--- src/rtl/input_debouncer.sv ---
// input_debouncer: per-channel 2-flop synchronizer followed by a counter-based
// debouncer. A synchronized level must differ from the accepted (stable) level
// for DEBOUNCE_CYCLES consecutive cycles before it is accepted. Acceptance
// produces a one-cycle rise or fall pulse aligned with the pins_out change.
//
// Optional feature macro: DEBOUNCE_EVENT_LATCH_EN
//   defined   -> sticky per-channel event_status flags (set on rise/fall,
//                cleared by event_clear, set wins) and a registered irq.
//   undefined -> event_status and irq tie to 0 and event_clear is ignored.
module input_debouncer #(
  parameter int   WIDTH           = 2,
  parameter int   CNT_W           = 20,
  parameter int   DEBOUNCE_CYCLES = 500000,
  parameter logic RESET_LEVEL     = 1'b0
) (
  input  logic             CLK,
  input  logic             reset_in,
  input  logic [WIDTH-1:0] pins_in,
  output logic [WIDTH-1:0] pins_out,
  output logic [WIDTH-1:0] rise,
  output logic [WIDTH-1:0] fall,
  input  logic [WIDTH-1:0] event_clear,
  output logic [WIDTH-1:0] event_status,
  output logic             irq
);

  typedef enum logic {
    IDLE    = 1'b0,
    PENDING = 1'b1
  } deb_state_t;

  // Terminal count: the mismatch seen with this count value is the one accepted.
  localparam logic [CNT_W-1:0] CNT_MAX = CNT_W'(DEBOUNCE_CYCLES - 1);

  logic [WIDTH-1:0] meta_q;
  logic [WIDTH-1:0] sync_q;

  // Two-stage synchronizer for the asynchronous pad inputs.
  always_ff @(posedge CLK or posedge reset_in) begin
    if (reset_in) begin
      meta_q <= {WIDTH{RESET_LEVEL}};
      sync_q <= {WIDTH{RESET_LEVEL}};
    end else begin
      meta_q <= pins_in;
      sync_q <= meta_q;
    end
  end

  for (genvar i = 0; i < WIDTH; i++) begin : g_chan
    deb_state_t       state;
    logic [CNT_W-1:0] cnt_q;
    logic [CNT_W-1:0] cnt_d;
    logic             stable_q;
    logic             stable_d;
    logic             rise_q;
    logic             rise_d;
    logic             fall_q;
    logic             fall_d;

    // The channel is pending whenever the synchronized input disagrees with the accepted level.
    always_comb begin
      state = (sync_q[i] != stable_q) ? PENDING : IDLE;
    end

    // Next-state logic: count while pending, accept at terminal count, drop the count on a bounce.
    always_comb begin
      cnt_d    = '0;
      stable_d = stable_q;
      rise_d   = 1'b0;
      fall_d   = 1'b0;
      case (state)
        IDLE: begin
          cnt_d = '0;
        end
        PENDING: begin
          if (cnt_q == CNT_MAX) begin
            stable_d = sync_q[i];
            rise_d   = sync_q[i];
            fall_d   = ~sync_q[i];
            cnt_d    = '0;
          end else begin
            cnt_d = cnt_q + 1'b1;
          end
        end
        default: begin
          cnt_d = '0;
        end
      endcase
    end

    // Channel state registers; pulses are registered so they line up with the pins_out change.
    always_ff @(posedge CLK or posedge reset_in) begin
      if (reset_in) begin
        cnt_q    <= '0;
        stable_q <= RESET_LEVEL;
        rise_q   <= 1'b0;
        fall_q   <= 1'b0;
      end else begin
        cnt_q    <= cnt_d;
        stable_q <= stable_d;
        rise_q   <= rise_d;
        fall_q   <= fall_d;
      end
    end

    assign pins_out[i] = stable_q;
    assign rise[i]     = rise_q;
    assign fall[i]     = fall_q;
  end

`ifdef DEBOUNCE_EVENT_LATCH_EN
  logic [WIDTH-1:0] status_q;
  logic [WIDTH-1:0] status_d;
  logic             irq_q;

  // Sticky flags: a visible pulse sets the flag and overrides a clear in the same cycle.
  always_comb begin
    status_d = (status_q & ~event_clear) | rise | fall;
  end

  // irq is registered alongside the flags so both change on the same edge.
  always_ff @(posedge CLK or posedge reset_in) begin
    if (reset_in) begin
      status_q <= '0;
      irq_q    <= 1'b0;
    end else begin
      status_q <= status_d;
      irq_q    <= |status_d;
    end
  end

  assign event_status = status_q;
  assign irq          = irq_q;
`else
  logic [WIDTH-1:0] unused_event_clear;

  assign unused_event_clear = event_clear;
  assign event_status       = '0;
  assign irq                = 1'b0;
`endif

endmodule

--- config.mk ---
export PLATFORM = sky130hd
export DESIGN_NAME = input_debouncer
export DESIGN_NICKNAME = d
export VERILOG_FILES = /design/src/rtl/input_debouncer.sv
export SDC_FILE = /design/constraint.sdc
export NUM_CORES = 1
export LEC_CHECK = 0
export ABC_AREA = 0
export CAP_MARGIN = 20
export CORE_MARGIN = 4
export CORE_UTILIZATION = 58
export DETAILED_ROUTE_END_ITERATION = 8
export HOLD_SLACK_MARGIN = 0.15
export PLACE_DENSITY_LB_ADDON = 0.05
export SLEW_MARGIN = 20
export SYNTH_ARGS = -nofsm -noshare
export SYNTH_HDL_FRONTEND = slang
export SYNTH_SLANG_ARGS = --single-unit
--- constraint.sdc ---
create_clock -name CLK -period 2.65 [get_ports CLK]
set_clock_uncertainty 0.2 [all_clocks]
set_input_delay 0.53 -clock CLK [delete_from_list [all_inputs] [get_ports CLK]]
set_output_delay 0.53 -clock CLK [all_outputs]
set_load 0.005 [all_outputs]
==> impl_metrics.env <==
export IMPL_gp_congestion=0.9012
export IMPL_path_class="reg -> reg"
export IMPL_fillers=294
export IMPL_yosysMostFrequentCell="dfrtp_1"
export IMPL_antenna_found_initial=0
export IMPL_ys_top_cells_by_count="dfrtp_1, nor2_1, xnor2_1, a21oi_1, nand2_1"
export IMPL_nets=253
export IMPL_cts_tree="built"
export IMPL_drcViolationCount=0
export IMPL_diodes=0
export IMPL_viasPerCell=5.973
export IMPL_end_kind="flop"
export IMPL_dp_hpwl_um=3306
export IMPL_die_width_um=72.31
export IMPL_ys_types=33
export IMPL_min_delay_path_class="reg -> reg"
export IMPL_syn_area_mm2=0.002399
export IMPL_setup_viol=0
export IMPL_power_leakage_uw=0.001074
export IMPL_chipHeight_um=72.31
export IMPL_wire_per_inst_um=15.42
export IMPL_finalCriticalPeriod_ps=2344
export IMPL_worst_slew_pin_slew_ps=566.6
export IMPL_grt_overflow=0
export IMPL_drtIter0Drc=124
export IMPL_root_buffer="clkbuf_8"
export IMPL_async_reset_ff_frac=1.000
export IMPL_area_growth_pct=11.27
export IMPL_routed_wl_um=4564
export IMPL_setup_tns_ps=0
export IMPL_grt_max_degree=28
export IMPL_status="complete, no violations"
export IMPL_yosys_warnings=0
export IMPL_netlist_top_cells_area="dfrtp_1, xnor2_1, nor2_1"
export IMPL_required_ps=2640
export IMPL_yosysTopAreaCell="dfrtp_1"
export IMPL_clk_path_buf_depth=2
export IMPL_firstDrtPassIters=4
export IMPL_max_cap_violations=0
export IMPL_port_buffers=9
export IMPL_hold_viol_final=0
export IMPL_vias=1768
export IMPL_period_share=0.8844
export IMPL_drive_above_1_share=0.1016
export IMPL_final_util=0.6672
export IMPL_powerDensity_mw_per_mm2=555.0
export IMPL_fmax_mhz=426.7
export IMPL_clk_latency_ps=290
export IMPL_synth_seq_area_share=0.5216
export IMPL_synthFlopType="dfrtp_1"
export IMPL_worst_path_max_fanout=4
export IMPL_peakVddDrop_uv=491.2
export IMPL_syn_inst=235
export IMPL_num_rows=23
export IMPL_cts_hold_buf=0
export IMPL_clk_pin_slew_worst_paths_ps=90
export IMPL_cts_resized=0
export IMPL_rsz0062_at_grt="false"
export IMPL_slew_headroom=0.6188
export IMPL_grt_pass1_wl_um=8107
export IMPL_setup_worst_path_start_class="flop"
export IMPL_final_antenna_net_count=0
export IMPL_core_area_mm2=0.004000
export IMPL_synth_edf_count=0
export IMPL_synth_top_area_frac=0.5216
export IMPL_ios=15
export IMPL_ys_ff_latch=50
export IMPL_synth_avg_cell_area_um2=10.21
export IMPL_cts_sinks=50
export IMPL_htreeDepth=2
export IMPL_grt_usage=0.1986
export IMPL_slew_viol_final=0
export IMPL_postCtsSetupRepairBufs=0
export IMPL_arrival_ps=2330
export IMPL_initial_utilization=0.5996
export IMPL_numCtsBuffers=5
export IMPL_grt_pass1_vias=1813
export IMPL_die_area_mm2=0.005228
-- flip-flops by register name, indices dropped and copies added (netlist names) --
name	cells
g_chan.rise_q	2
g_chan.cnt_q	40
sync_q	2
meta_q	2
g_chan.stable_q	2
g_chan.fall_q	2
-- critical path, cell delays in order, from the launching register on --
cell and delay [ps]:
dfrtp_1 430, or4_1 520, or4_4 530, or2_4 260
mux2_4 290
-- area by class of cell --
cell class | count | area (µm²) | share of cell area
clock buffers | 6 | 82.58 | 0.03094
clock inverters | 2 | 60.06 | 0.02250
inverters | 7 | 26.28 | 0.009845
multi-input cells | 166 | 1039 | 0.3891
flip-flops and latches | 50 | 1251 | 0.4688
well taps | 50 | 62.56 | 0.02344
repair buffers | 15 | 147.6 | 0.05532
-- cells by family (layout without fill, tap and decap cells) --
family	Yosys count	after routing	synth area share
compound gates	28	28	0.07199
xor+xnor	25	25	0.09129
fa+ha+maj	2	2	0.01043
buf+inv	21	30	0.04851
flops	50	50	0.5216
mux	2	2	0.01095
other cells	1	3	0.001563
simple gates	106	106	0.2436
-- per-layer routing --
metal	global-route usage	up-vias	wire, µm
li1	-	845	-
met1	0.2700	879	2202
met2	0.2983	38	2128
met3	0.06648	6	186
met4	0.07098	0	47
met5	0	-	0
-- worst paths after layout --
kind                                           end  cells past startpoint                start  slack, ps
worst max-delay path            g_chan[0].stable_q                      4  g_chan[0].cnt_q[12]        310
worst min-delay path                     sync_q[0]                      0            meta_q[0]        170
worst max register to register  g_chan[0].stable_q                      4  g_chan[0].cnt_q[12]        310
worst min register to register           sync_q[0]                      0            meta_q[0]        170
max in group asynchronous       g_chan[0].cnt_q[5]                      3             reset_in       1350
min in group asynchronous       g_chan[1].cnt_q[2]                      2             reset_in        390
-- metrics by stage --
step                cell area (µm²)  setup slack (ps)  instances  power, µW  hold slack, ps
global placement               2526             318.6        288      850.8           144.2
detailed placement             2526             320.2        288      853.4           141.8
floorplan                      2406             367.4        237      833.1           131.2
finish                         2669             306.3        296       1481           165.1
CTS                            2669             305.0        296       1497           172.1
global route                   2669             241.1        296       1548           179.8
-- layout by cell type (no fill, tap or decap), types with 2 or more instances in the layout --
cell and instances:
and3_1 3, bufinv_16 2, clkbuf_8 6, xor2_1 9
xnor2_1 16, nor2_1 31, nor3_1 3, nor3b_1 4
conb_1 3, a21oi_1 13, or3_1 6, dfrtp_1 50
inv_1 6, buf_4 5, nand3_1 11, or4_1 11
ha_1 2, nor4_1 4, and4_1 2, nand2_1 12
nor4b_1 3, nand4_1 11, o31ai_1 7, clkdlybuf4s50_1 9
o21ai_0 5
-- power by group --
part | leakage [µW] | internal (µW) | switching (µW) | total (µW)
clock network | 0.0000714 | 402 | 241 | 643
logic | 0.000318 | 20.5 | 34.1 | 54.6
registers | 0.000684 | 773 | 10.9 | 784
total | 0.00107 | 1200 | 286 | 1480
Note: power is estimated with default switching activity, not from simulation.
